## src/rtl/reg_seq_pkg.sv

```systemverilog
// Shared definitions for the register sequencer: widths, op encodings,
// FSM states and the op-to-strobe decode.
package reg_seq_pkg;

  localparam int DATA_W = 4;
  localparam int CNT_W  = 4;
  localparam int ERR_W  = 8;

  typedef enum logic [2:0] {
    OP_NOP  = 3'd0,
    OP_CLR  = 3'd1,
    OP_LOAD = 3'd2,
    OP_INC  = 3'd3,
    OP_DEC  = 3'd4,
    OP_SHR  = 3'd5,
    OP_SHL  = 3'd6,
    OP_RSV  = 3'd7
  } op_e;

  typedef enum logic [1:0] {
    ST_IDLE  = 2'd0,
    ST_ISSUE = 2'd1,
    ST_DRAIN = 2'd2
  } state_e;

  typedef struct packed {
    logic cl;
    logic ld;
    logic inc;
    logic dec;
    logic sr;
    logic sl;
  } strobe_t;

  // NOP and the reserved code decode to no strobe at all.
  function automatic strobe_t op_strobe(op_e op);
    strobe_t s;
    s = '0;
    case (op)
      OP_CLR:  s.cl  = 1'b1;
      OP_LOAD: s.ld  = 1'b1;
      OP_INC:  s.inc = 1'b1;
      OP_DEC:  s.dec = 1'b1;
      OP_SHR:  s.sr  = 1'b1;
      OP_SHL:  s.sl  = 1'b1;
      default: s     = '0;
    endcase
    return s;
  endfunction

endpackage

```

## src/rtl/reg_model.sv

```systemverilog
// Combinational next-value model of the driven 4-bit register for one
// strobe of the given op; sin_i is the serial-in bit used by the shifts.
module reg_model
  import reg_seq_pkg::*;
(
  input  logic [2:0]        op_i,
  input  logic [DATA_W-1:0] exp_i,
  input  logic [DATA_W-1:0] data_i,
  input  logic              sin_i,
  output logic [DATA_W-1:0] next_o
);

  always_comb begin
    next_o = exp_i;
    case (op_e'(op_i))
      OP_CLR:  next_o = '0;
      OP_LOAD: next_o = data_i;
      OP_INC:  next_o = exp_i + DATA_W'(1);
      OP_DEC:  next_o = exp_i - DATA_W'(1);
      OP_SHR:  next_o = {sin_i, exp_i[DATA_W-1:1]};
      OP_SHL:  next_o = {exp_i[DATA_W-2:0], sin_i};
      default: next_o = exp_i;
    endcase
  end

endmodule

```

## src/rtl/reg_seq.sv

```systemverilog
// Command sequencer that drives control strobes of an external 4-bit
// register, tracks its expected value and checks the read-back.
//
// Handshake: a command transfers on a rising edge where cmd_valid and
// cmd_ready are both high; cmd_ready is high only in IDLE, and cmd_* are
// don't-care at every other edge.
module reg_seq
  import reg_seq_pkg::*;
(
  input  logic              clk,
  input  logic              rst_n,
  input  logic              cmd_valid,
  output logic              cmd_ready,
  input  logic [2:0]        cmd_op,
  input  logic [DATA_W-1:0] cmd_data,
  input  logic [CNT_W-1:0]  cmd_cnt,
  input  logic [DATA_W-1:0] reg_out,
  output logic              cl,
  output logic              ld,
  output logic              inc,
  output logic              dec,
  output logic              sr,
  output logic              sl,
  output logic [DATA_W-1:0] in,
  output logic              ir,
  output logic              il,
  output logic              busy,
  output logic [DATA_W-1:0] exp_out,
  output logic              mismatch,
  output logic [ERR_W-1:0]  err_cnt,
  output logic [1:0]        dbg_state
);

  state_e             state_q, state_d;
  op_e                op_q, op_d;
  logic [DATA_W-1:0]  data_q, data_d;
  logic [CNT_W-1:0]   cnt_q, cnt_d;
  strobe_t            strb_q, strb_d;
  logic [DATA_W-1:0]  in_q, in_d;
  logic               ir_q, ir_d;
  logic               il_q, il_d;
  logic [DATA_W-1:0]  exp_q, exp_d;
  logic               cmp_valid_q, cmp_valid_d;
  logic               mis_q, mis_d;
  logic [ERR_W-1:0]   err_q, err_d;

  logic               issue_en;
  op_e                issue_op;
  logic [DATA_W-1:0]  issue_data;
  logic [DATA_W-1:0]  model_next;

  reg_model u_model (
    .op_i   (op_q),
    .exp_i  (exp_q),
    .data_i (data_q),
    .sin_i  (data_q[0]),
    .next_o (model_next)
  );

  always_comb begin
    state_d     = state_q;
    op_d        = op_q;
    data_d      = data_q;
    cnt_d       = cnt_q;
    exp_d       = exp_q;
    cmp_valid_d = (state_q == ST_ISSUE);
    mis_d       = mis_q;
    err_d       = err_q;
    issue_en    = 1'b0;
    issue_op    = op_q;
    issue_data  = data_q;

    case (state_q)
      ST_IDLE: begin
        if (cmd_valid) begin
          op_d       = op_e'(cmd_op);
          data_d     = cmd_data;
          cnt_d      = (cmd_cnt == '0) ? CNT_W'(1) : cmd_cnt;
          state_d    = ST_ISSUE;
          issue_en   = 1'b1;
          issue_op   = op_e'(cmd_op);
          issue_data = cmd_data;
        end
      end
      ST_ISSUE: begin
        // The register samples this cycle's strobe on the same edge.
        exp_d = model_next;
        cnt_d = cnt_q - CNT_W'(1);
        if (cnt_q <= CNT_W'(1)) begin
          state_d = ST_DRAIN;
        end else begin
          issue_en = 1'b1;
        end
      end
      ST_DRAIN: state_d = ST_IDLE;
      default:  state_d = ST_IDLE;
    endcase

    // Strobes are decoded one cycle ahead so they leave flops directly.
    strb_d = '0;
    in_d   = '0;
    ir_d   = 1'b0;
    il_d   = 1'b0;
    if (issue_en) begin
      strb_d = op_strobe(issue_op);
      in_d   = (issue_op == OP_LOAD) ? issue_data : '0;
      ir_d   = (issue_op == OP_SHR) && issue_data[0];
      il_d   = (issue_op == OP_SHL) && issue_data[0];
    end

    if (cmp_valid_q && (reg_out != exp_q)) begin
      mis_d = 1'b1;
      if (err_q != '1) err_d = err_q + ERR_W'(1);
    end
  end

  always_ff @(posedge clk or negedge rst_n) begin
    if (!rst_n) begin
      state_q     <= ST_IDLE;
      op_q        <= OP_NOP;
      data_q      <= '0;
      cnt_q       <= '0;
      strb_q      <= '0;
      in_q        <= '0;
      ir_q        <= 1'b0;
      il_q        <= 1'b0;
      exp_q       <= '0;
      cmp_valid_q <= 1'b0;
      mis_q       <= 1'b0;
      err_q       <= '0;
    end else begin
      state_q     <= state_d;
      op_q        <= op_d;
      data_q      <= data_d;
      cnt_q       <= cnt_d;
      strb_q      <= strb_d;
      in_q        <= in_d;
      ir_q        <= ir_d;
      il_q        <= il_d;
      exp_q       <= exp_d;
      cmp_valid_q <= cmp_valid_d;
      mis_q       <= mis_d;
      err_q       <= err_d;
    end
  end

  assign cmd_ready = (state_q == ST_IDLE);
  assign busy      = (state_q != ST_IDLE);
  assign cl        = strb_q.cl;
  assign ld        = strb_q.ld;
  assign inc       = strb_q.inc;
  assign dec       = strb_q.dec;
  assign sr        = strb_q.sr;
  assign sl        = strb_q.sl;
  assign in        = in_q;
  assign ir        = ir_q;
  assign il        = il_q;
  assign exp_out   = exp_q;
  assign mismatch  = mis_q;
  assign err_cnt   = err_q;
  assign dbg_state = state_q;

endmodule

```

## config.mk

```make
export PLATFORM = sky130hd
export DESIGN_NAME = reg_seq
export DESIGN_NICKNAME = d
export VERILOG_FILES = /design/src/rtl/reg_seq_pkg.sv /design/src/rtl/reg_model.sv /design/src/rtl/reg_seq.sv
export SDC_FILE = /design/constraint.sdc
export NUM_CORES = 1
export LEC_CHECK = 0
export CORE_MARGIN = 1.5
export CORE_UTILIZATION = 54
export DETAILED_ROUTE_END_ITERATION = 8
export GPL_ROUTABILITY_DRIVEN = 0
export PLACE_DENSITY = 0.95
export RECOVER_POWER = 100
export SLEW_MARGIN = 20
export SYNTH_ARGS = -nofsm -noshare
export SYNTH_HDL_FRONTEND = slang
export SYNTH_HIERARCHICAL = 1
export SYNTH_SLANG_ARGS = --single-unit
```

## constraint.sdc

```tcl
create_clock -name clk -period 6.4 [get_ports clk]
set_input_delay 1.28 -clock clk [delete_from_list [all_inputs] [get_ports clk]]
set_output_delay 1.28 -clock clk [all_outputs]
set_load 0.03 [all_outputs]
```

# Word-level counts from Yosys, hierarchy flattened
# Index checks and enable logic that the tools add are counted.
dict set report word_totals {
  register_bits 39
  in_bits 18
  output_inout_bits 29
  wordCells 76
}
dict set report op_classes {
  n_addsub 4
  magnitude_cmp 1
  eq_ne 17
  n_mux 25
  n_reduce_logical 12
}
# cell n
set op_table {}
lappend op_table {{4-bit two-way mux} 6}
lappend op_table {{4-bit one-hot mux with 6 select lines} 1}
lappend op_table {{3-bit equality test (second input constant)} 6}
lappend op_table {{3-bit by 2-bit equality test with 1-bit output (second input constant)} 4}
lappend op_table {{1-bit two-way mux} 10}
lappend op_table {{8-bit by 1-bit adder with 8-bit output (second input constant)} 1}
lappend op_table {{8-bit inequality test (second input constant)} 1}
lappend op_table {{4-bit one-hot mux with 2 select lines} 1}
lappend op_table {{2-bit AND reduction} 4}
lappend op_table {{4-bit by 1-bit subtractor with 4-bit output (second input constant)} 2}
lappend op_table {{3-bit by 1-bit equality test with 1-bit output (second input constant)} 2}
lappend op_table {{3-bit two-way mux} 2}
lappend op_table {{6-bit two-way mux} 1}
lappend op_table {{6-bit nonzero test} 1}
lappend op_table {{4-bit by 1-bit adder with 4-bit output (second input constant)} 1}
lappend op_table {{4-bit by 1-bit <= comparator with 1-bit output (second input constant)} 1}
lappend op_table {{4-bit zero test} 1}
lappend op_table {{2-bit two-way mux} 2}
lappend op_table {{4-bit inequality test} 1}
lappend op_table {{2-bit one-hot mux with 2 select lines} 1}
lappend op_table {{2-bit nonzero test} 2}
lappend op_table {{1-bit logical AND} 3}
lappend op_table {{2-bit by 1-bit equality test with 1-bit output (second input constant)} 1}
lappend op_table {{2-bit zero test} 1}
lappend op_table {{other kinds (3)} 3}

# Logic depth before layout (Yosys ltp)
# Gate-level depths: netlist of the first run.
dict set report logic_depth {
  depth_word 5
  ltp_mapped 10
  depth_no_buf 9
}

# By module
# The synthesis of the first run kept the hierarchy.
# mod instances cells_per_inst area_each_um2 seq_area_each_um2
set by_module_without_submodules {}
lappend by_module_without_submodules {reg_seq 1 151 1665.3 975.9}
lappend by_module_without_submodules {reg_model 1 58 390.4 0.0}

# Least setup slack after synthesis of the first run
# OpenSTA, ideal clock, no wires.
dict set report synth_path {
  kind {input port to flip-flop}
  from {input port reg_out[1]}
  to {register err_q[1] (netlist: err_cnt[1])}
  arrival_time_ps 2316
  t_required_ps 6275
  slack_ps 3959
  cell_stages 4
  n_path_buf 0
  path_cell_list {xor2_1 nor4_4 nor3_2 mux2_4}
}
dict set report synth_via {
  elab_chain_cells 3
}
# item line
set synth_rtl {}
lappend synth_rtl {{start: declaration} reg_seq.sv:17} ;# input logic [DATA_W-1:0] reg_out,
lappend synth_rtl {{4-bit inequality test} reg_seq.sv:111} ;# if (cmp_valid_q && (reg_out != exp_q)) begin
lappend synth_rtl {{1-bit logical AND} reg_seq.sv:111}
lappend synth_rtl {{2-bit AND reduction (no source line)} -}
lappend synth_rtl {{end signal: assignment} reg_seq.sv:143} ;# err_q <= err_d;
lappend synth_rtl {{end: declaration} reg_seq.sv:45} ;# logic [ERR_W-1:0] err_q, err_d;
# Every way passes these cells.
# A chain may end at the register's enable or synchronous reset.

# Final worst setup path of the first run
# Same ends and word-level chain as after synthesis.

==> reports/metrics.cfg, run 1 <==
[timing]
skew_ns=0.005109
clock.fmax_mhz=287.9
hold_viol_final=0
fin_setup_tns_ns=0
report.final.slew_viol_count=40
max_slew_margin_pct=-34.28
fin_crit_sh_pct=54.28
rsz0062_at_grt=false
finalCriticalPeriod_ns=3.474
setup_viol=0
tightestPinTransition_ns=2.014

[setup_path]
regToRegSetupSlack_ns=3.76
crit_type=in -> reg
critPathRequiredTime_ns=6.58
crit_path_start_kind=primary input
cp_data_arrival_time_ns=3.66
critPathMaxStageDelay_ns=1.10
critPathMaxFanout=8
slowest_stage=nor4_1
crit_path_end_kind=flip-flop
path_cells=dlygate4sd3_1 -> xor2_1 -> nor4_1 -> nor3_1 -> mux2_4

[placed_design]
post-dp-hpwl_mm=3.006
io_buffers=46
dp.cells=295

[cts]
clockRootBuffer=clkbuf_8
cts_hold_buffers=0
clk_pin_slew_worst_paths_ns=0.08
cts_tree=done
numCtsBuffers=5
clock_path_buffers=2
cts-htree-levels=2
clk_latency_ns=0.29
cts_resized=0
clkSinkCount=39
cts_setup_buffers=0

[final_layout]
area_growth_pct=25.32
diodes=0
drive_gt1_share_pct=6.667
instances_no_fill=303
nNetsFinal=278

[synth]
yosysMostFrequentCell=dfrtp_1
yosys_warnings=6
synth-edff-count=0
netlist_area_mm2=0.002056
yosysSeqAreaShare_pct=47.47
synthFlopType=dfrtp_1
synth_nets=233
async_reset_ff_share_pct=100.0
ys_top_cells_by_area=dfrtp_1 (47%), nand2_1 (6.2%), xor2_1 (5.1%), ha_1 (3.0%), nor2_1 (2.7%)
ys_types=49
ys_ff_latch=39
syn_area_per_cell_um2=9.836
synth_cells=209
synth_top_area_share_pct=47.47
synth_top_cell_by_area=dfrtp_1
synth_commonest_cells=dfrtp_1 (39), nand2_1 (34), nor2_1 (15)

[pwr]
power.total_mw=1.387
pwr_density_cell_mw_per_mm2=538.3
p_leak_nw=1.177
worst_ir_drop_vdd_mv=0.4407

[route]
routed_via_density=5.568
vias=1687
drt_wl_total_mm=4.216
drt_iter0_drc=109
first_pass_iters=4
wl_per_cell_um=13.91
ant_nets=0
route.detailed.drc=0

[floorplanning]
ios=47
die_w_um=64.70
dieArea_mm2=0.004186
row_count=22
start_util_pct=56.15
core-area_mm2=0.003661
die_h_um=64.70

[grt]
track_usage_pct=21.93
grt_pass1_wl_mm=7.065
overflow=0
grt_start_max_net_pins=40
grt_pass1_vias=1534
antenna_found_initial=0

[status]
status=complete, but fails checks
violations=capacitance limit, slew limit

[min_path]
hold_path.class=reg -> reg

[run]
max_cap_viol_count=1

layout make-up:
type | count | area (um^2)
fill | 272 | 1085
sequential | 39 | 975.9
multi-input combinational | 152 | 959.7
timing repair buffer | 46 | 454.2
clock buffer | 5 | 68.82
tap | 48 | 60.06
inverter | 10 | 37.54
clock inverter | 3 | 20.02
metal layers:
layer	up-vias	track usage, %	part of all wire [%]
met5	-	0	0
met4	0	5.851	0.83
met3	4	4.861	5.3
met2	52	34.79	48
met1	811	30.68	45
li1	820	-	-
stage by stage:
| step | setup slack [ns] | hold slack [ns] | instance area, um^2 | util (%) |
|---|---|---|---|---|
| floorplan | 3.959 | 0.4541 | 2056 | - |
| global placement | 2.892 | 0.4680 | 2524 | 68.93 |
| detailed placement | 2.763 | 0.4710 | 2524 | 68.93 |
| CTS | 3.098 | 0.4887 | 2613 | 71.36 |
| global route | 2.744 | 0.5016 | 2576 | 70.37 |
| finish | 2.926 | 0.4770 | 2576 | 70.37 |
cell usage in the layout (no fill, tap or decap), types with 6 or more instances in the layout:
cell,n
dlygate4sd3_1,31
nor3_1,12
clkdlybuf4s50_1,14
inv_1,10
a21oi_1,7
o21ai_0,6
dfrtp_1,39
nor4_1,6
nor2_1,15
nand2_1,35
xor2_1,12
worst max-delay path, delay by kind of cell:
kind | cells | cell delay (ns)
AND/OR/NAND/NOR | 2 | 1.32
buffers and inverters | 1 | 0.55
multiplexers | 1 | 0.36
XOR/XNOR | 1 | 0.15
path summary, 6_finish.rpt:
path	start	endpoint	depth (start not counted)
min in group asynchronous	rst_n	cnt_q[1]	1
hold / removal	mismatch	mismatch	1
max in group asynchronous	rst_n	inc	1
setup / recovery	reg_out[1]	err_cnt[1]	5
hold reg to reg	mismatch	mismatch	1
setup reg to reg	op_q[2]	exp_out[3]	9
power by group:
group,switching (mW),internal (mW),total [mW]
clock,0.0880,0.0757,0.164
combinational,0.430,0.302,0.731
sequential,0.144,0.348,0.492
flip-flops by register name (all words and copies together) (netlist names), 2 cells and up:
signal	cells
dbg_state	2
cnt_q	4
exp_out	4
err_cnt	8
data_q	4
op_q	3
in	4
logic make-up (layout without fill, tap and decap cells):
family | after synthesis | count (layout) | share of synthesized area (%)
AND/OR/NAND/NOR | 96 | 96 | 24.35
flip-flops | 39 | 39 | 47.47
XOR/XNOR | 13 | 13 | 5.539
AO/OA/AOI/OAI | 29 | 29 | 9.435
adder cells (fa/ha/maj) | 6 | 6 | 4.017
multiplexers | 8 | 8 | 5.052
buffers and inverters | 18 | 64 | 4.138
Power figures use the tool's default switching activity.
==> inputs of run 2 (changes only) <==
Settings changed: CORE_UTILIZATION 54 to 50, PLACE_DENSITY 0.95 to 0.91.
Clock period 6.4 ns to 3.5 ns, I/O delays scaled along.
==> run 2 against run 1 <==
The flow still finishes with violations (capacitance limit, slew limit). Hold slack better by 0.0054 ns. Die area is 7.6% higher. Final cell count increased by 0.99%. Combinational power up 85%. Setup slack worse by 2.3 ns. Flip-flop and latch count stayed put. First-iteration DRC count is 21% lower. Count of clock-buffer cells in the layout did not move. Critical path type unchanged.
==> reports/metrics.cfg, run 2 (synthesized netlist as in run 1, its figures left out) <==
[status]
status=complete, but fails checks
violations=capacitance limit, slew limit

[cts]
clk_latency_ns=0.29  ; about the same
cts_setup_buffers=0  ; unchanged
cts-htree-levels=2  ; unchanged
cts_tree=done
numCtsBuffers=5  ; unchanged
cts_hold_buffers=0  ; unchanged
clk_pin_slew_worst_paths_ns=0.08  ; about the same
cts_resized=0  ; unchanged
clock_path_buffers=2  ; unchanged
clkSinkCount=39  ; unchanged
clockRootBuffer=clkbuf_8

[floorplanning]
dieArea_mm2=0.004505  ; +7.6%
ios=47  ; unchanged
core-area_mm2=0.003971  ; +8.5%
row_count=23  ; +4.5%
die_h_um=67.12  ; +3.7%
die_w_um=67.12  ; +3.7%
start_util_pct=51.76  ; -4.4 points

[pwr]
pwr_density_cell_mw_per_mm2=984.3  ; +83%
p_switching_mw=1.215  ; +84%
clock_power_share_pct=11.9  ; about the same
worst_ir_drop_vdd_mv=0.4778  ; +8.4%
combPwrFrac_pct=52.9  ; +0.2 points
p_leak_nw=1.179  ; +0.15%
intPower_mw=1.330  ; +83%
seq_power_share_pct=35.2  ; -0.3 points
switching_share_pct=47.74  ; about the same

[timing]
skew_ns=0.005010  ; -0.00009892 ns
rsz0062_at_grt=false
hold_viol_final=0  ; unchanged
fin_setup_tns_ns=0  ; unchanged
setup_viol=0  ; unchanged
tightestPinTransition_ns=2.017  ; +0.002872 ns
finalCriticalPeriod_ns=2.833
fin_crit_sh_pct=80.94
max_slew_margin_pct=-34.47  ; -0.19 points
report.final.slew_viol_count=40  ; unchanged
fin_hold_ws_ns=0.4825  ; +0.005437 ns
clock.fmax_mhz=353.0

[placed_design]
post-dp-hpwl_mm=3.093  ; +2.9%
io_buffers=46  ; unchanged

[final_layout]
final_util_pct=65.12  ; -5.2 points
diodes=0  ; unchanged
drive_gt1_share_pct=6.641  ; -0.026 points
largest_reg_flops=8  ; unchanged
nNetsFinal=279  ; +0.36%
final_cell_mix=dfrtp_1 (39), nand2_1 (35), dlygate4sd3_1 (31)
final_common_cell=dfrtp_1
area_growth_pct=25.81

[route]
ant_nets=0  ; unchanged
routed.top_layer=met4
vias=1713  ; +1.5%
wl_met1_mm=1.988  ; +3.6%
first_pass_iters=4  ; unchanged
wl_per_cell_um=14.16  ; +1.8%
routed_via_density=5.598  ; +0.55%
drt_iter0_drc=86  ; -21%
route.detailed.drc=0  ; unchanged
drt_wl_total_mm=4.333  ; +2.8%
wl_met2_mm=2.086  ; +2.4%
wl_met3_um=196  ; -13%

[setup_path]
cp_data_arrival_time_ns=3.01  ; -0.65 ns
critPathMaxFanout=8  ; unchanged
crit_type=in -> reg
critPathRequiredTime_ns=3.68  ; -2.90 ns
regToRegSetupSlack_ns=0.91  ; -2.85 ns
crit_path_start_kind=primary input
crit_path_end_kind=flip-flop

[grt]
grt_pass1_wl_mm=6.831  ; -3.3%
antenna_found_initial=0  ; unchanged
grt_pass1_vias=1497  ; -2.4%
overflow=0  ; unchanged
track_usage_pct=20.34  ; -1.6 points
grt_start_max_net_pins=40  ; unchanged

[min_path]
hold_path.class=reg -> reg

[run]
max_cap_viol_count=1  ; unchanged

## run 2: cell count changes in the layout (fill, tap and decap cells not counted), sizes merged
cell | previous run | this run
clkinv | 1 | 0
clkbuf | 6 | 7
inv | 10 | 11
## run 2: path summary, 6_finish.rpt
kind	start	to	depth (start not counted)
setup / recovery	reg_out[0]	err_cnt[1]	5
hold / removal	mismatch	mismatch	1
setup reg to reg	op_q[2]	exp_out[3]	9
hold reg to reg	mismatch	mismatch	1
max in group asynchronous	rst_n	cnt_q[2]	1
min in group asynchronous	rst_n	err_cnt[7]	1
## run 2: layout make-up
class	instances	area (um^2)
fill	299	1385
sequential	39	975.9
multi-input combinational	152	959.7
timing repair buffer	47	457.9
clock buffer	5	68.82
tap	50	62.56
inverter	10	37.54
clock inverter	3	23.77
## run 2: per-layer routing
| metal | track usage, % | vias up |
|---|---|---|
| li1 | - | 826 |
| met1 | 26.89 | 829 |
| met2 | 33.04 | 54 |
| met3 | 4.392 | 4 |
| met4 | 7.143 | 0 |
| met5 | 0 | - |
## run 2: power by group through the flow
stage                     registers, mW  logic (mW)  clock network (mW)
after detailed placement          0.903        1.42                   0
after CTS                         0.898        1.44               0.314
final                             0.895        1.35               0.304
after floorplan                    1.02       0.862                   0
after global routing              0.932        1.47               0.335
after global placement            0.899        1.39                   0
## run 2: metrics by stage
step	instance area (um^2)	std cells	setup WS (ns)	total power, mW
6_report	2586	306	0.6673	2.546
2_1_floorplan	2056	209	1.222	1.885
3_3_place_gp	2534	298	1.093	2.292
3_5_place_dp	2534	298	1.018	2.328
5_1_grt	2586	306	0.5457	2.735
4_1_cts	2626	306	0.9872	2.650
## run 2: critical path, stage by stage
cell and delay, ns:
dlygate4sd3_1 0.55, xor2_1 0.14, nor4_1 1.02, nor3_1 0.23, mux2_4 0.36
==> inputs of run 3 (changes only) <==
Clock period 3.5 ns to 2.95 ns, I/O delays scaled along.
==> run 3 against run 2 <==
The run still ends with capacitance limit, slew limit left. Sequential power grew 13%. Sequential share of layout area shrank 0.80 points. Hold slack gained 0.013 ns. Die area is the same. Core utilization grew 1.4 points. First-iteration DRC count grew 110%. Setup slack lost 0.42 ns. Final area grew 2.2%. Global-route usage grew 3.2 points. Critical path depth grew 4. Register-to-register slack lost 0.66 ns. Wire length grew 12%.
==> reports/metrics.cfg, run 3 (synthesized netlist as in run 1, its figures left out) <==
[timing]
report.final.slew_viol_count=40  ; unchanged
rsz0062_at_grt=false
max_slew_margin_pct=-35.77  ; -1.3 points
skew_ns=0.005781  ; +0.0007709 ns
fin_setup_tns_ns=0  ; unchanged
tightestPinTransition_ns=2.036  ; +0.01945 ns
hold_viol_final=0  ; unchanged
fin_crit_sh_pct=91.53
clock.fmax_mhz=370.3
setup_viol=0  ; unchanged
finalCriticalPeriod_ns=2.700

[setup_path]
critPathRequiredTime_ns=3.14  ; -0.54 ns
cp_data_arrival_time_ns=2.89  ; -0.12 ns
crit_top_cell=nand2_1
crit_type=reg -> reg
path_cells=inv_1 -> nor3_1 -> ha_1 -> xor2_1 -> or4_1 -> o2111ai_1 -> o21ai_0 -> nand2_1 -> nand2_1
cp_num_buf_inv=1  ; unchanged
r2r-start=op_q[2]
critPathMaxFanout=12  ; +4
slowest_stage=dfrtp_1
crit_path_start_kind=flip-flop
regToRegSetupSlack_ns=0.25  ; -0.66 ns
critPathMaxStageDelay_ns=0.57  ; -0.45 ns
crit_path_end_kind=flip-flop
crit_family=simple AND/OR/NAND/NOR gates
setup.worst_path.start=op_q[2]

[floorplanning]
die_h_um=67.12  ; unchanged
start_util_pct=51.76  ; unchanged
die_w_um=67.12  ; unchanged
row_count=23  ; unchanged
dieArea_mm2=0.004505  ; unchanged
ios=47  ; unchanged
core-area_mm2=0.003971  ; unchanged

[min_path]
min-delay-start=mismatch
hold_path.class=reg -> reg

[pwr]
pwr_density_cell_mw_per_mm2=1225  ; +24%
p_leak_nw=1.206  ; +2.3%
worst_ir_drop_vdd_mv=0.5629  ; +18%

[cts]
clk_pin_slew_worst_paths_ns=0.08  ; about the same
cts-htree-levels=2  ; unchanged
clock_path_buffers=2  ; unchanged
cts_setup_buffers=0  ; unchanged
cts_tree=done
cts_resized=0  ; unchanged
clkSinkCount=39  ; unchanged
cts_hold_buffers=0  ; unchanged
clockRootBuffer=clkbuf_8
numCtsBuffers=5  ; unchanged
clk_latency_ns=0.29  ; about the same

[final_layout]
nFillCells=303  ; +1.3%
drive_gt1_share_pct=7.364  ; +0.72 points
largest_reg_flops=8  ; unchanged
area_growth_pct=28.55
final_cell_mix=dfrtp_1 (39), nand2_1 (35), dlygate4sd3_1 (30)
diodes=0  ; unchanged
final_common_cell=dfrtp_1
nNetsFinal=281  ; +0.72%
final_util_pct=66.54  ; +1.4 points

[route]
vias=1782  ; +4.0%
drt_iter0_drc=182  ; +110%
routed_via_density=5.786  ; +3.4%
wl_per_cell_um=15.76  ; +11%
route.detailed.drc=0  ; unchanged
drt_wl_total_mm=4.853  ; +12%
first_pass_iters=4  ; unchanged
ant_nets=0  ; unchanged

[run]
max_cap_viol_count=1  ; unchanged

[grt]
grt_start_max_net_pins=40  ; unchanged
use_met1_pct=30.04  ; +3.2 points
grt_pass1_vias=1680  ; +12%
use_met2_pct=38.86  ; +5.8 points
overflow=0  ; unchanged
track_usage_pct=23.55  ; +3.2 points
grt_use_met3_pct=5.236  ; +0.84 points
antenna_found_initial=0  ; unchanged
grt_pass1_wl_mm=7.900  ; +16%
grt.busiest_layer=met2

[status]
status=complete, but fails checks
violations=capacitance limit, slew limit

[placed_design]
post-dp-hpwl_mm=3.209  ; +3.7%
io_buffers=46  ; unchanged

==> run 3: changes by cell type in the layout (fill, tap and decap cells not counted) <==
cell	change
clkinvlp_4	-2
clkdlybuf4s50_1	+1
nor3_2	+1
bufinv_16	+2
nor3_1	-1
buf_4	+1
dlygate4sd3_1	-1
clkbuf_1	+2
inv_6	-1
a21oi_1	-1
a21oi_2	+1
mux2_4	-1
mux2_2	+1
==> run 3: worst reg2reg max path, delay by kind of cell (launching register included) <==
kind | cells | cell delay [ns]
AND/OR/NAND/NOR | 4 | 1.02
flip-flops | 1 | 0.57
adder cells (fa/ha/maj) | 1 | 0.37
buffers and inverters | 1 | 0.23
AO/OA/AOI/OAI | 2 | 0.23
XOR/XNOR | 1 | 0.18
==> run 3: metrics by stage <==
| stage | setup WS [ns] | total power [mW] | cell area [um^2] | instances | hold slack [ns] |
|---|---|---|---|---|---|
| 6_report | 0.2498 | 3.238 | 2643 | 308 | 0.4955 |
| 5_1_grt | 0.1373 | 3.465 | 2643 | 308 | 0.5303 |
| 4_1_cts | 0.3661 | 3.353 | 2681 | 308 | 0.4249 |
| 3_5_place_dp | 0.4093 | 2.798 | 2549 | 300 | 0.4792 |
| 3_3_place_gp | 0.5254 | 2.741 | 2549 | 300 | 0.4654 |
| 2_1_floorplan | 0.6725 | 2.237 | 2056 | 209 | 0.2944 |
==> run 3: area by class of cell <==
type / count / area [um^2] / share of cell area [%]
multi-input cells: 152 / 964.7 / 36.51
clock buffers: 6 / 72.57 / 2.746
well taps: 50 / 62.56 / 2.367
inverters: 10 / 37.54 / 1.420
repair buffers: 49 / 469.2 / 17.76
clock inverters: 2 / 60.06 / 2.273
flip-flops and latches: 39 / 975.9 / 36.93
==> run 3: power by group <==
| part | leakage [nW] | switching [mW] | internal (mW) |
|---|---|---|---|
| Combinational | 0.658 | 1.04 | 0.661 |
| Sequential | 0.482 | 0.254 | 0.757 |
| Clock | 0.0654 | 0.184 | 0.338 |
==> run 3: worst paths after layout <==
kind	endpoint	cells after the start
min	mismatch	1
max in group asynchronous	err_cnt[0]	1
min in group asynchronous	err_cnt[7]	1
max	exp_out[2]	9
min reg2reg	mismatch	1
max reg2reg	exp_out[2]	9
==> run 3: per-layer routing <==
layer  share of wire (%)  routed length [um]
met4                 1.8                  87
met3                 5.4                 262
met5                   0                   0
met2                  50                2431
met1                  43                2072
==> RTL edit 1, RTL diff (settings of run 1) <==
Register the output `err_cnt` once more, cleared by the reset; this adds one clock of latency there. The other outputs are not delayed to match.
--- a/src/rtl/reg_seq.sv
+++ b/src/rtl/reg_seq.sv
@@ -159,3 +159,9 @@
   assign mismatch  = mis_q;
-  assign err_cnt   = err_q;
+  always_ff @(posedge clk or negedge rst_n) begin
+    if (!rst_n) begin
+      err_cnt <= '0;
+    end else begin
+      err_cnt <= err_q;
+    end
+  end
   assign dbg_state = state_q;
Formal check against the unedited RTL: not equivalent (a bounded check fails within 4 cycles, from zero or initial values and one cycle with rst_n low).
==> RTL edit 1 against run 1 <==
  * The run still ends with max-capacitance violations, max-slew violations left
  * Synthesized area rose by 9.3%
  * Global-route usage rose by 1.7 points
  * Count of clock-buffer cells in the layout rose by 1
  * Via count rose by 4.1%
  * Design area rose by 8.9%
  * Utilization fell by 0.21 points
  * Worst setup slack got worse by 0.11 ns
  * Largest cell class unchanged
  * Critical path depth rose by 1
  * Routed wire length rose by 15%
  * Sequential cell count rose by 8
  * Total power rose by 12%
==> RTL edit 1: results (changes against run 1) <==
| Item | Value | Unit | Delta |
|:---|:---|:---|:---|
| Run status | finished with violations | - | unchanged |
| Violations in the final reports | max-capacitance violations, max-slew violations | - | unchanged |
| Largest cells by area after synthesis | dfrtp_1 (52%), nand2_1 (5.8%), xor2_1 (4.7%) | - | was dfrtp_1 (47%), nand2_1 (6.2%), xor2_1 (5.1%) |
| Reg2Reg Setup Slack | 3.71 | ns | was 3.76 ns |
| Gate Count Post-Synth | 217 | - | was 209 |
| Hold worst-path end | err_cnt[7] | - | was mismatch |
| Clock distribution area overhead in the final layout | 4.325 | % | was 3.448% |
| Max_cap viols | 1 | - | unchanged |
| Post-layout nets | 286 | - | was 278 |
| Maximum fanout along the worst path | 12 | - | was 8 |
| Worst-Margin Slew | 2.372 | ns | was 2.014 ns |
| Final worst clock skew | 0.003190 | ns | was 0.005109 ns |
| Sequential portion of the cell area | 41.91 | % | was 37.88% |
| Met2 Routed Length | 2406 | µm | was 2038 µm |
| Cell count of the worst hold path | 0 | - | was 1 |
| Average vias per placed instance | 5.613 | - | was 5.568 |
| Library cells used by synthesis | 51 | - | was 49 |
| Flop and latch count out of synthesis | 47 | - | was 39 |
| Clock buf count | 6 | - | was 5 |
| Most frequent cells after synthesis | dfrtp_1 (47), nand2_1 (35), nor2_1 (17) | - | was dfrtp_1 (39), nand2_1 (34), nor2_1 (15) |
| Max-slew violation count | 48 | - | was 40 |
| Global-route wire length before repair | 7803 | µm | was 7065 µm |
| Lkg Pwr | 1.294 | nW | was 1.177 nW |
| Maximum number of pins on one net before global-route repair | 48 | - | was 40 |
| Global Route Usage Sum | 23.63 | % | was 21.93% |
| Post-DP HPWL | 3397 | µm | was 3006 µm |
| Max rail drop VDD | 0.0003044 | V | was 0.0004407 V |
| Wire length on met1 | 2065 | µm | was 1918 µm |
## RTL edit 1: kinds of logic after synthesis
family	count (synthesis)	synth area share, %
AOI/OAI and AO/OA	30	9.076
xor gates and xnor gates	12	4.677
adders and majority gates	6	3.675
buffers and inverters	18	3.674
DFF	47	52.34
muxes	8	4.454
and+or+nand+nor	96	22.10
## RTL edit 1: worst register-to-register path, stage by stage (launching register included)
cell and delay (ns):
dfrtp_1 0.58, inv_1 0.20, nor3_1 0.45, ha_1 0.36, a21oi_1 0.24, nand2_1 0.11
or4b_1 0.50, nand4_1 0.08, nand2_1 0.05, nand2_1 0.06
## RTL edit 1: metal layers
metal / vias up / track usage [%]
met5: - / 0
li1: 845 / -
met3: 15 / 4.500
met2: 59 / 38.85
met1: 838 / 30.61
met4: 0 / 9.949
## RTL edit 1: stage by stage
step	setup WS (ns)	hold slack, ns	instance area [µm²]	util, %
2_1_floorplan	3.950	0.3885	2247	-
3_3_place_gp	3.102	0.3998	2720	68.00
3_5_place_dp	3.032	0.4104	2720	68.00
4_1_cts	3.350	0.4295	2841	71.04
5_1_grt	2.481	0.4506	2806	70.16
6_report	2.821	0.4264	2806	70.16
## RTL edit 1: where the power goes
part | internal [mW] | switching [mW] | total, mW
combinational | 0.304 | 0.448 | 0.752
clock | 0.128 | 0.0962 | 0.224
sequential | 0.423 | 0.158 | 0.581
## RTL edit 1: how the worst max path moves through the flow
stage / end / depth (start not counted)
3_3_place_gp: in[1] / 6
3_5_place_dp: il / 6
6_report: in[1] / 6
5_1_grt: in[1] / 6
4_1_cts: in[1] / 6
2_1_floorplan: cmd_ready / 2
==> RTL edit 2, RTL diff (flow settings as in run 1) <==
Without the edit above. Set the package constant `CNT_W` to 6 (it was 4).
--- a/src/rtl/reg_seq_pkg.sv
+++ b/src/rtl/reg_seq_pkg.sv
@@ -5,3 +5,3 @@
   localparam int DATA_W = 4;
-  localparam int CNT_W  = 4;
+  localparam int CNT_W  = 6;
   localparam int ERR_W  = 8;
Ports: changed (resized cmd_cnt); port bits go from 47 to 49. No check against the original RTL was run, so the function may have changed too.
==> RTL edit 2 against run 1 <==
  * The flow still finishes with violations (max-capacitance violations, max-slew violations)
  * Maximum frequency fell by 10%
  * Worst setup slack got worse by 0.40 ns
  * Synthesized area increased by 6.1%
  * Routed wire length rose by 23%
  * Critical endpoint is now in[3]
  * Clock skew up 0.0013 ns
  * Sequential cell count increased by 2
  * Non-clock buffer count increased by 2
  * Design area rose by 6.3%
  * Combinational power rose by 5.3%
  * Total power is 8.8% higher
==> RTL edit 2: results (changes against run 1) <==
| Item | Value | Unit | Delta |
|:---|:---|:---|:---|
| Met2 Routed Length | 2661 | µm | was 2038 µm |
| Fraction of final layout cells sized beyond drive strength 1 | 6.923 | % | was 6.667% |
| Number of placed cells counting well taps | 300 | - | was 295 |
| Grt met1 use | 30.24 | % | was 30.68% |
| Final worst clock skew | 0.006368 | ns | was 0.005109 ns |
| Initial detailed-routing violation count | 158 | - | was 109 |
| Seq group | 521 | µW | was 492 µW |
| Maximum number of pins on one net before global-route repair | 42 | - | was 40 |
| Largest cells by area after synthesis | dfrtp_1 (47%), xor2_1 (4.8%), mux2_2 (4.1%) | - | was dfrtp_1 (47%), nand2_1 (6.2%), xor2_1 (5.1%) |
| Violations in the final reports | max-capacitance violations, max-slew violations | - | unchanged |
| Max-slew violation count | 42 | - | was 40 |
| Sequential element share of the synthesized area | 47.05 | % | was 47.47% |
| Internal power | 818.5 | µW | was 725.3 µW |
| Total of buffers placed on input and output ports | 48 | - | was 46 |
| RR Endpoint | in[3] | - | was exp_out[3] |
| Capture point of the critical path | in[3] | - | was err_cnt[1] |
| R2R cell count | 5 | - | was 9 |
| Area used by sequential logic in the layout | 1026 | µm² | was 975.9 µm² |
| Global Route Usage Sum | 25.34 | % | was 21.93% |
| Worst-Margin Slew | 2.170 | ns | was 2.014 ns |
| Hold Slack | 0.4711 | ns | was 0.4770 ns |
| Placed cell area | 2664 | µm² | was 2524 µm² |
| Met2 track demand over resource in global routing | 43.75 | % | was 34.79% |
| Met3 track demand over resource in global routing | 5.912 | % | was 4.861% |
| Most frequent cells after synthesis | dfrtp_1 (41), nor2_1 (19), nand2_1 (13), o21ai_0 (13), xor2_1 (12) | - | was dfrtp_1 (39), nand2_1 (34), nor2_1 (15) |
| Wire length on met1 | 2088 | µm | was 1918 µm |
| Data arrival time of the critical path | 4.06 | ns | was 3.66 ns |
| Final wirelength | 5185 | µm | was 4216 µm |
| Minimum setup slack after placement | 2.913 | ns | was 2.763 ns |
| Average vias per placed instance | 5.838 | - | was 5.568 |
| Lkg Pwr | 1.243 | nW | was 1.177 nW |
| Least setup slack across all paths after layout | 2.523 | ns | was 2.926 ns |
| Synth Area per Inst | 10.24 | µm² | was 9.836 µm² |
| Max_cap viols | 1 | - | unchanged |
| Fillers | 310 | - | was 272 |
| Max rail drop VDD | 0.0003043 | V | was 0.0004407 V |
| Power in combinational cells | 770 | µW | was 731 µW |
| Number of global-route vias before repair | 1830 | - | was 1534 |
| Run status | finished with violations | - | unchanged |
-- RTL edit 2: cell types whose count changed after synthesis, moves of 4 or more --
| cell | run 1 | this run |
|---|---|---|
| mux2_2 | 1 | 8 |
| nand2_1 | 34 | 13 |
| nor2_1 | 15 | 19 |
| nor2b_1 | 2 | 7 |
| o21ai_0 | 5 | 13 |
-- RTL edit 2: logic make-up after synthesis --
| family | Yosys count | share of synthesized area [%] |
|---|---|---|
| flip-flops | 41 | 47.05 |
| AND/OR/NAND/NOR | 77 | 18.99 |
| AO/OA/AOI/OAI | 41 | 12.74 |
| XOR/XNOR | 12 | 4.819 |
| buffers and inverters | 21 | 4.475 |
| multiplexers | 15 | 8.147 |
| adder cells (fa/ha/maj) | 6 | 3.787 |
-- RTL edit 2: cell type report --
cell class	count	area share, %
Clock buffer	7	3.152
Clock inverter	1	1.096
Inverter	12	1.645
Multi-Input combinational cell	151	37.14
Sequential cell	41	37.46
Tap cell	48	2.193
Timing Repair Buffer	48	17.31
